File: src/rtl/mealy_ones_detector_param_if.sv
// Serial-data bus for mealy_ones_detector_param.
// master: the stimulus side (drives ain/en/clr, observes results).
// slave:  the detector itself.
interface mealy_ones_detector_param_if #(
    parameter int CNT_W = 4
);
    logic             ain;
    logic             en;
    logic             clr;
    logic [CNT_W-1:0] count;
    logic [CNT_W-1:0] hit_cnt;
    logic             yout;

    modport master (
        output ain,
        output en,
        output clr,
        input  count,
        input  hit_cnt,
        input  yout
    );

    modport slave (
        input  ain,
        input  en,
        input  clr,
        output count,
        output hit_cnt,
        output yout
    );
endinterface

File: src/rtl/mealy_ones_detector_param.sv
// Parametrised Mealy ones-count detector.
// yout pulses combinationally on the FIRST-th accepted 1, then on every
// PERIOD-th accepted 1 after that; it also flags 0s seen before any 1.
// Keeps a running count of accepted 1s and a count of 1-hits.
// Build option: define SEQDET_SAT_EN to make both counters saturate at
// all-ones instead of wrapping.
module mealy_ones_detector_param #(
    parameter int CNT_W  = 4,
    parameter int FIRST  = 4,
    parameter int PERIOD = 3
) (
    input  logic                         clk,
    input  logic                         reset,
    mealy_ones_detector_param_if.slave   bus
);

    localparam int MAX_FP = (FIRST > PERIOD) ? FIRST : PERIOD;
    localparam int PH_W   = $clog2(MAX_FP + 1);

    localparam logic [PH_W-1:0] FIRST_M1  = PH_W'(FIRST - 1);
    localparam logic [PH_W-1:0] PERIOD_M1 = PH_W'(PERIOD - 1);

    typedef enum logic [1:0] {
        IDLE = 2'b00,   // no 1 seen yet
        PRE  = 2'b01,   // 1..FIRST-1 ones seen
        LOOP = 2'b10    // first hit reached, counting periods
    } state_t;

    state_t           r_state;
    state_t           w_state_nxt;
    logic [PH_W-1:0]  r_ph;
    logic [PH_W-1:0]  w_ph_nxt;
    logic [CNT_W-1:0] r_count;
    logic [CNT_W-1:0] w_count_nxt;
    logic [CNT_W-1:0] r_hit_cnt;
    logic [CNT_W-1:0] w_hit_cnt_nxt;
    logic             w_accept;
    logic             w_yout;
    logic             w_hit;

    // A sample only counts when enabled and neither reset nor clear is active.
    assign w_accept = bus.en & ~reset & ~bus.clr;

    // Next state, phase and Mealy output from the current state and input.
    always_comb begin
        // NOTE: every output of this block gets a default first, so no path
        // leaves a variable unassigned and no latch is inferred.
        w_state_nxt = r_state;
        w_ph_nxt    = r_ph;
        w_yout      = 1'b0;
        if (w_accept) begin
            case (r_state)
                IDLE: begin
                    if (!bus.ain) begin
                        w_yout = 1'b1;          // zero before any 1
                    end else if (FIRST == 1) begin
                        w_state_nxt = LOOP;
                        w_ph_nxt    = '0;
                        w_yout      = 1'b1;
                    end else begin
                        w_state_nxt = PRE;
                        w_ph_nxt    = PH_W'(1);
                    end
                end
                PRE: begin
                    if (bus.ain) begin
                        if (r_ph == FIRST_M1) begin
                            w_state_nxt = LOOP;
                            w_ph_nxt    = '0;
                            w_yout      = 1'b1;
                        end else begin
                            w_ph_nxt = r_ph + PH_W'(1);
                        end
                    end
                end
                LOOP: begin
                    if (bus.ain) begin
                        if (r_ph == PERIOD_M1) begin
                            w_ph_nxt = '0;
                            w_yout   = 1'b1;
                        end else begin
                            w_ph_nxt = r_ph + PH_W'(1);
                        end
                    end
                end
                default: begin
                    // Illegal encoding: recover to a clean start.
                    w_state_nxt = IDLE;
                    w_ph_nxt    = '0;
                end
            endcase
        end
    end

    // A hit is a detection on a 1; IDLE zero-flags carry ain=0 and are excluded.
    assign w_hit = w_yout & bus.ain;

    // Counter next values: wrap by default, saturate when SEQDET_SAT_EN is set.
    always_comb begin
        w_count_nxt   = r_count;
        w_hit_cnt_nxt = r_hit_cnt;
`ifdef SEQDET_SAT_EN
        if (w_accept && bus.ain && (r_count != '1)) begin
            w_count_nxt = r_count + CNT_W'(1);
        end
        if (w_hit && (r_hit_cnt != '1)) begin
            w_hit_cnt_nxt = r_hit_cnt + CNT_W'(1);
        end
`else
        if (w_accept && bus.ain) begin
            w_count_nxt = r_count + CNT_W'(1);
        end
        if (w_hit) begin
            w_hit_cnt_nxt = r_hit_cnt + CNT_W'(1);
        end
`endif
    end

    // State, phase and counters; reset and clear both return to a clean start.
    always_ff @(posedge clk) begin
        // NOTE: sequential state uses non-blocking assignments so every
        // register samples pre-edge values regardless of statement order.
        if (reset || bus.clr) begin
            r_state   <= IDLE;
            r_ph      <= '0;
            r_count   <= '0;
            r_hit_cnt <= '0;
        end else begin
            r_state   <= w_state_nxt;
            r_ph      <= w_ph_nxt;
            r_count   <= w_count_nxt;
            r_hit_cnt <= w_hit_cnt_nxt;
        end
    end

    assign bus.yout    = w_yout;
    assign bus.count   = r_count;
    assign bus.hit_cnt = r_hit_cnt;

endmodule

File: src/flat_wrapper.sv
// flat-port wrapper written by rule: the top's interface ports become plain ports
module mealy_ones_detector_param_flat 
#(
    parameter int CNT_W  = 4,
    parameter int FIRST  = 4,
    parameter int PERIOD = 3
)
  (clk, reset, bus_ain, bus_en, bus_clr, bus_count, bus_hit_cnt, bus_yout);
  mealy_ones_detector_param_if #(.CNT_W(CNT_W)) bus_i ();
  input  logic clk;
  input  logic reset;
  input wire logic [$bits(bus_i.ain)-1:0] bus_ain;
  input wire logic [$bits(bus_i.en)-1:0] bus_en;
  input wire logic [$bits(bus_i.clr)-1:0] bus_clr;
  output wire logic [$bits(bus_i.count)-1:0] bus_count;
  output wire logic [$bits(bus_i.hit_cnt)-1:0] bus_hit_cnt;
  output wire logic [$bits(bus_i.yout)-1:0] bus_yout;
  assign bus_i.ain = bus_ain;
  assign bus_i.en = bus_en;
  assign bus_i.clr = bus_clr;
  assign bus_count = bus_i.count;
  assign bus_hit_cnt = bus_i.hit_cnt;
  assign bus_yout = bus_i.yout;
  mealy_ones_detector_param #(.CNT_W(CNT_W), .FIRST(FIRST), .PERIOD(PERIOD)) u_core (.clk(clk), .reset(reset), .bus(bus_i));
endmodule
File: config.mk
export PLATFORM = sky130hd
export DESIGN_NAME = mealy_ones_detector_param_flat
export DESIGN_NICKNAME = d
export VERILOG_FILES = /design/src/rtl/mealy_ones_detector_param_if.sv /design/src/rtl/mealy_ones_detector_param.sv /design/src/flat_wrapper.sv
export SDC_FILE = /design/constraint.sdc
export NUM_CORES = 1
export LEC_CHECK = 0
export CORE_MARGIN = 3
export CORE_UTILIZATION = 54
export DETAILED_ROUTE_END_ITERATION = 12
export PLACE_DENSITY = 0.81
export SYNTH_ARGS = -nofsm -noshare
export SYNTH_HDL_FRONTEND = slang
export SYNTH_SLANG_ARGS = --single-unit
File: constraint.sdc
create_clock -name clk -period 4.4 [get_ports clk]
set_input_delay 0.88 -clock clk [delete_from_list [all_inputs] [get_ports clk]]
set_output_delay 0.88 -clock clk [all_outputs]
set_load 0.02 [all_outputs]
After elaboration in Yosys (flattened, before gate mapping)
Cells that the tools add are included.

storage, ports and cells
  output and inout bits = 9
  input bits = 5
  bits in registers = 13

cells by class
  bitwise gates (word level) = 6
  equality and inequality tests = 8
  muxes and demuxes = 17
  add/subtract/negate cells = 3
  reduce and logical (&&, ||, !) cells = 5

operator list
  operator                                                                 count
  3-bit two-way mux                                                        5
  3-bit one-hot mux with 3 select lines                                    1
  4-bit by 1-bit adder with 4-bit output, second input constant            2
  3-bit by 2-bit == test with 1-bit output, second input constant          2
  1-bit two-way mux                                                        6
  2-bit two-way mux                                                        3
  2-bit inequality test, second input constant                             3
  2-bit one-hot mux with 3 select lines                                    1
  5-bit AND reduction                                                      1
  4-bit AND reduction                                                      1
  3-bit by 1-bit adder with 3-bit output, second input constant            1
  1-bit bitwise AND                                                        3
  1-bit NOT                                                                3
  1-bit one-hot mux with 3 select lines                                    1
  2-bit by 1-bit == test with 1-bit output, second input constant          1
  2-bit == test, second input constant                                     1
  2-bit zero test                                                          1
  2-bit by 1-bit inequality test with 1-bit output, second input constant  1
  1-bit logical AND                                                        1
  1-bit logical OR                                                         1

Longest topological paths before layout
Gate-level depths: netlist of run 1.

  depth after elaboration = 6
  mapped depth = 6
  gate-level depth less buffers = 6

Least setup slack after synthesis of run 1
Ideal clock, no wire load.

  path kind = input-to-output
  from = input reset
  to = output bus_yout
  arrival time = 1725 ps
  stages on the path = 2
  setup slack = 1795 ps
  cell sequence = or4b_4 nor2_1

between the ends
  word-level cells in the longest chain between the ends = 4

ends and longest elaborated chain
  what                             RTL line                         source
  start: declaration               flat_wrapper.sv:11               input logic reset;
  1-bit NOT                        mealy_ones_detector_param.sv:42  assign w_accept = bus.en & ~reset & ~bus.clr;
  1-bit bitwise AND (2 in series)  mealy_ones_detector_param.sv:42
  1-bit two-way mux                mealy_ones_detector_param.sv:51  if (w_accept) begin
  end: declaration                 flat_wrapper.sv:17               output wire logic [$bits(bus_i.yout)-1:0] bus_yout;

No other way between the ends.

Worst setup path after layout of run 1
  from = input bus_en
  to = output bus_yout

between the ends
  word-level cells in the longest chain between the ends = 3

ends and longest elaborated chain
  what                             RTL line                         source
  start: declaration               flat_wrapper.sv:13               input wire logic [$bits(bus_i.en)-1:0] bus_en;
  1-bit bitwise AND (2 in series)  mealy_ones_detector_param.sv:42
  1-bit two-way mux                mealy_ones_detector_param.sv:51

No other way between the ends.

==> results of run 1 <==
## cell usage in the layout (no fill, tap or decap), drive strengths merged, types with 3 or more instances in the layout
master,instances
clkdlybuf4s50,13
dfxtp,13
ha,11
nor2,9
a21oi,8
inv,6
nand2,6
nand3,4
clkbuf,4
nor2b,3
o21ai,3
## area by class of cell
type	instances	share of cell area (%)
clock buffers	4	2.73
inverters	6	2.34
multi-input cells	70	52.5
flip-flops and latches	13	27.0
well taps	15	1.95
repair buffers	13	13.5
## logic make-up after synthesis
group           synth area share, %
compound gates                 16.8
xor+xnor                       3.30
fa+ha+maj                      17.3
buf+inv                        3.77
flops                          32.7
mux                            2.52
simple gates                   23.6
## synthesized netlist by cell type
cell type	count
nor2b_1	3
o31ai_1	1
a211oi_4	1
a32o_1	1
a2bb2oi_1	1
nor3_1	1
xor2_1	2
ha_1	11
dfxtp_1	13
nand3b_1	2
or4b_4	1
or2_2	1
or4_1	1
or2b_1	1
mux2i_1	2
nor2_1	9
nand4_1	2
o211ai_1	1
or3_1	2
a21oi_1	8
a31o_2	1
nand2b_1	2
a32oi_1	1
xnor2_1	1
nand3_1	4
clkbuf_1	2
nand2_1	6
o21bai_1	1
inv_1	6
o21ai_0	3
## state kept, by name (all words and copies together), names as in the netlist
register and cells:
u_core.r_ph 3, u_core.bus.hit_cnt 4, u_core.r_state 2, u_core.bus.count 4
## metal layers
| layer | share of wire (%) | vias up | track usage [%] |
|---|---|---|---|
| met1 | 47 | 307 | 23.9 |
| met2 | 48 | 10 | 28.5 |
| met3 | 3.2 | 4 | 2.44 |
| met5 | 0 | - | 0 |
| met4 | 1.6 | 0 | 9.04 |
| li1 | - | 349 | - |
## per-stage QoR
stage / util [%] / hold WS, ns / total power [uW] / setup slack, ns / cell area [sq um]
after global placement: 70.3 / 0.455 / 144 / 0.828 / 937
after detailed placement: 70.3 / 0.480 / 144 / 0.802 / 937
after CTS: 72.2 / 0.494 / 219 / 0.805 / 963
after floorplan: - / 0.452 / 136 / 1.80 / 796
final: 72.2 / 0.487 / 218 / 0.808 / 963
after global routing: 72.2 / 0.519 / 223 / 0.746 / 963
## power by group
group	leakage [uW]	total, uW	internal, uW	switching (uW)
combinational	0.000245	21.5	10.0	11.5
sequential	0.000105	120	119	1.27
clock	0.0000150	76.3	35.2	41.1
## path summary, 6_finish.rpt
| kind | end | slack, ns | cells past startpoint |
|---|---|---|---|
| worst min register to register | u_core.bus.hit_cnt[3] | 0.49 | 2 |
| worst min-delay path | u_core.bus.hit_cnt[3] | 0.49 | 2 |
| worst max-delay path | bus_yout | 0.81 | 4 |
| worst max register to register | u_core.bus.hit_cnt[2] | 2.47 | 5 |
## critical path, stage by stage
cell,delay [ns]
clkdlybuf4s50_1,0.58
or4b_4,0.52
nor2_1,0.12
clkdlybuf4s50_1,0.60
==> run metrics, run 1 <==
Slew Limit Fails 0; Placed Instances 117; Worst-path clk slew around 0.080 ns; Crit Path Class in2out; synth warn 0; Total Nets Final 123; final setup skew about 0.0053 ns; startpoint type of the worst setup path primary input; Hold Buf Count CTS 0; first-pass GRT wire length about 2.7 mm; post-DP HPWL roughly 1.2 mm; # fillers between 100 and 150; number of top-level pins 14; total of max-cap violations 0; drt total wl between 1.5 and 2 mm; Via-to-Cell Ratio approximately 5.5; Antenna Diode Count 0; Finished Layout Cells between 100 and 150; die width around 44 um; vias in the first global route roughly 650; Wirelength per Cell roughly 13 um; H-tree depth 1; status completed; clk_lat worst skew 0.28 ns; Final Wtd Congestion 0.787; Final setup viols 0; Synth area leaders dfxtp_1 (33%), ha_1 (17%), a21oi_1 (5.0%); final worst-path cycle share between 80% and 90%; remaining global-route overflow 0; PwrDens roughly 230 nW/um^2; Slew Limit Headroom 69.7%; Yosys reg bits 13; Req. time, crit path around 3.5 ns; crit path DAT between 2 and 3 ns; initial antenna violation count 0; PostCTS Resize Cnt 0; Multi-input gate area just over 500 sq um; FMAX 278 MHz; Initial Util about three fifths; drt drc 0; # Post-CTS Setup Buffers 0; Reg area 260 sq um; Core Area 1330 sq um; clock buffer count from CTS 3; Mapped Cells 91; Hold Path Origin u_core.bus.hit_cnt[3]; largest net degree at the start of global routing 11; Post-DRT Antenna Nets 0; Via Count 670; worst-case clock buffer depth 2; nature of the critical path endpoint output pin; post-synth cell types 30; cell area after synthesis slightly below 800 sq um; clock sinks 13; critical path peak fanout 7; RR Startpoint u_core.r_state[0]; P&R area growth vs syn 21.1%; Die H 44.4 um; sequential share of the synthesized area 32.7%; CTS tree done; post-synth top area share between 30% and 40%; synthesized area per cell around 9 sq um; Yosys top cell by area dfxtp_1; setup total negative slack 0 ns; Max VDD drop between 0.00015 and 0.0002 V; min Tclk post-route 3.59 ns; syn nets roughly 110; unrepaired setup endpoints after global routing false; DRT Pass-1 Iters 2; die area ~2000 sq um; leakage power 0.000365 uW; placement row count 13; worst-margin pin slew 0.452 ns; Final Hold Fails 0; Iteration-0 DRC Markers 8; All-Layer GR Usage 18.0%; worst setup path start bus_en; HP Class reg2reg; CTS Root Cell clkbuf_4; layout cells sized above 1 ~6.6%; port bufs 13
(Power assumes the default switching activity.)
==> inputs of run 2 (changes only) <==
--- a/config.mk
+++ b/config.mk
@@ -6,9 +6,9 @@
 export NUM_CORES = 1
 export LEC_CHECK = 0
 export CORE_MARGIN = 3
-export CORE_UTILIZATION = 54
+export CORE_UTILIZATION = 45
 export DETAILED_ROUTE_END_ITERATION = 12
-export PLACE_DENSITY = 0.81
+export PLACE_DENSITY = 0.73
 export SYNTH_ARGS = -nofsm -noshare
 export SYNTH_HDL_FRONTEND = slang
 export SYNTH_SLANG_ARGS = --single-unit
==> constraint.sdc (replaced) <==
create_clock -name clk -period 3.1 [get_ports clk]
set_input_delay 0.62 -clock clk [delete_from_list [all_inputs] [get_ports clk]]
set_output_delay 0.62 -clock clk [all_outputs]
set_load 0.02 [all_outputs]
==> run 2 against run 1 <==
Against the previous run:
- hold slack worse by 0.0041 ns
- combinational power is 48% higher
- die area is 17% higher
- via count is 3.1% higher
- critical path type unchanged
- largest power group unchanged
- routed wire length is 0.46% higher
- global-route usage is 1.4 points lower
- non-clock buffer count is 1 higher
- clock skew is 0.0052 ns higher
- register-to-register slack worse by 1.3 ns
- largest cell class unchanged
==> run metrics, run 2 (synthesis results as in run 1) <==
clock sinks 13; Final Wtd Congestion 0.784; CTS tree done; final worst-path cycle share a little over nine tenths; final instance area ~970 sq um; Placed Area between 900 and 1000 sq um; port bufs 13; kind of cell adding the most delay to the critical path buffers and inverters; HP Class reg2reg; Initial Util between 50% and 60%; Routed met3 length just under 80 um; vias in the first global route ~650; die area about 2300 sq um; post-DP HPWL about 1.2 mm; worst-margin pin slew between 0.4 and 0.5 ns; # Post-CTS Setup Buffers 0; P&R area growth vs syn 22.2%; final setup skew roughly 0.011 ns; slowest stage delay, CP around 0.6 ns; Post-Place Worst Slack about 0.13 ns; Crit path top cell by count clkdlybuf4s50_1; Via Count 691; Antenna Diode Count 0; Req. time, crit path 2.48 ns; Die H a little under 50 um; H-tree depth 1; PnR worst setup slack about 0.13 ns; Iteration-0 DRC Markers 8; FMAX about 340 MHz; nature of the critical path endpoint output pin; initial antenna violation count 0; CP cell instances clkdlybuf4s50_1 -> or4b_4 -> nor2_1 -> clkdlybuf4s50_1; first-pass GRT wire length between 2 and 3 mm; Met2 Routed Length 739 um; die width around 48 um; Hold Buf Count CTS 0; Core Area between 1500 and 2000 sq um; unrepaired setup endpoints after global routing false; clock power share 33.7%; Slew Limit Headroom a little under 70%; layout cells sized above 1 roughly 7.5%; worst-case clock buffer depth 2; clock buffer count from CTS 3; Slew Limit Fails 0; PostCTS Resize Cnt 0; drt total wl between 1.5 and 2 mm; min Tclk post-route 2.97 ns; routed length on met1 ~700 um; crit path DAT 2.35 ns; All-Layer GR Usage between 10% and 20%; # fillers approximately 140; largest net degree at the start of global routing 11; Post-DRT Antenna Nets 0; drt drc 0; sw frac 23.4%; CTS Root Cell clkbuf_4; Crit Path Class in2out; buffer and inverter count on the worst path 2; number of top-level pins 14; Final Hold Fails 0; CP max stage cell clkdlybuf4s50_1; Placed Instances between 100 and 150; most frequent cells in the layout clkdlybuf4s50_1 (13), dfxtp_1 (13), ha_1 (11); clk_lat worst skew between 0.2 and 0.3 ns; total of max-cap violations 0; Wirelength per Cell ~12 um; status completed; total power around 300 uW; remaining global-route overflow 0; Top Metal Used met3; startpoint type of the worst setup path primary input; Seq pwr share 55.8%; Max VDD drop roughly 0.00028 V; Via-to-Cell Ratio 5.62; flop-to-flop setup slack 1.17 ns; Total Nets Final around 120; placement row count 14; DRT Pass-1 Iters 4; setup total negative slack 0 ns; Finished Layout Cells ~120; leakage power approximately 0.00037 uW; Final setup viols 0; PwrDens between 300 and 400 nW/um^2; Net Switching 71.5 uW; combinational power share 10.4%; critical path peak fanout 4; Worst-path clk slew around 0.070 ns; P_int around 230 uW
==> run 2: cell count changes in the layout (fill, tap and decap cells not counted), sizes merged <==
cell | before | now
buf | 0 | 1
==> run 2: power by group through the flow <==
stage                     clock (uW)  combinational (uW)  sequential, uW
after floorplan                    0                18.2             175
after global placement             0                31.4             174
after detailed placement           0                31.6             174
after CTS                        108                32.1             170
after global routing             114                35.6             171
final                            103                31.8             170
==> run 2: layout make-up <==
class	instances	area, sq um	area share [%]
multi-input combinational	70	505	52.0
sequential	13	260	26.8
timing repair buffer	14	138	14.2
clock buffer	4	26.3	2.70
inverter	6	22.5	2.32
tap	16	20.0	2.06
==> run 2: worst paths after layout <==
| kind | start | end | depth (start not counted) |
|---|---|---|---|
| hold reg to reg | u_core.r_ph[1] | u_core.r_ph[1] | 2 |
| setup reg to reg | u_core.r_state[0] | u_core.bus.hit_cnt[3] | 5 |
| setup / recovery | reset | bus_yout | 4 |
| hold / removal | u_core.r_ph[1] | u_core.r_ph[1] | 2 |
==> run 2: routing by layer <==
metal  vias up  GRT usage [%]
met5         -              0
met4         0           3.23
met3         0           6.77
met2        13           28.0
met1       325           20.0
li1        353              -
==> run 2: worst register-to-register path, cell delays in order (launching register included) <==
cell	delay (ns)
dfxtp_1	0.34
ha_1	0.26
or4b_4	0.58
a211oi_4	0.34
nand4_1	0.18
mux2i_1	0.15
==> run 2: metrics by stage <==
step | hold WS, ns | utilization (%)
floorplan | 0.452 | -
global placement | 0.462 | 60.0
detailed placement | 0.481 | 60.0
CTS | 0.492 | 61.7
global route | 0.508 | 61.7
finish | 0.483 | 61.7
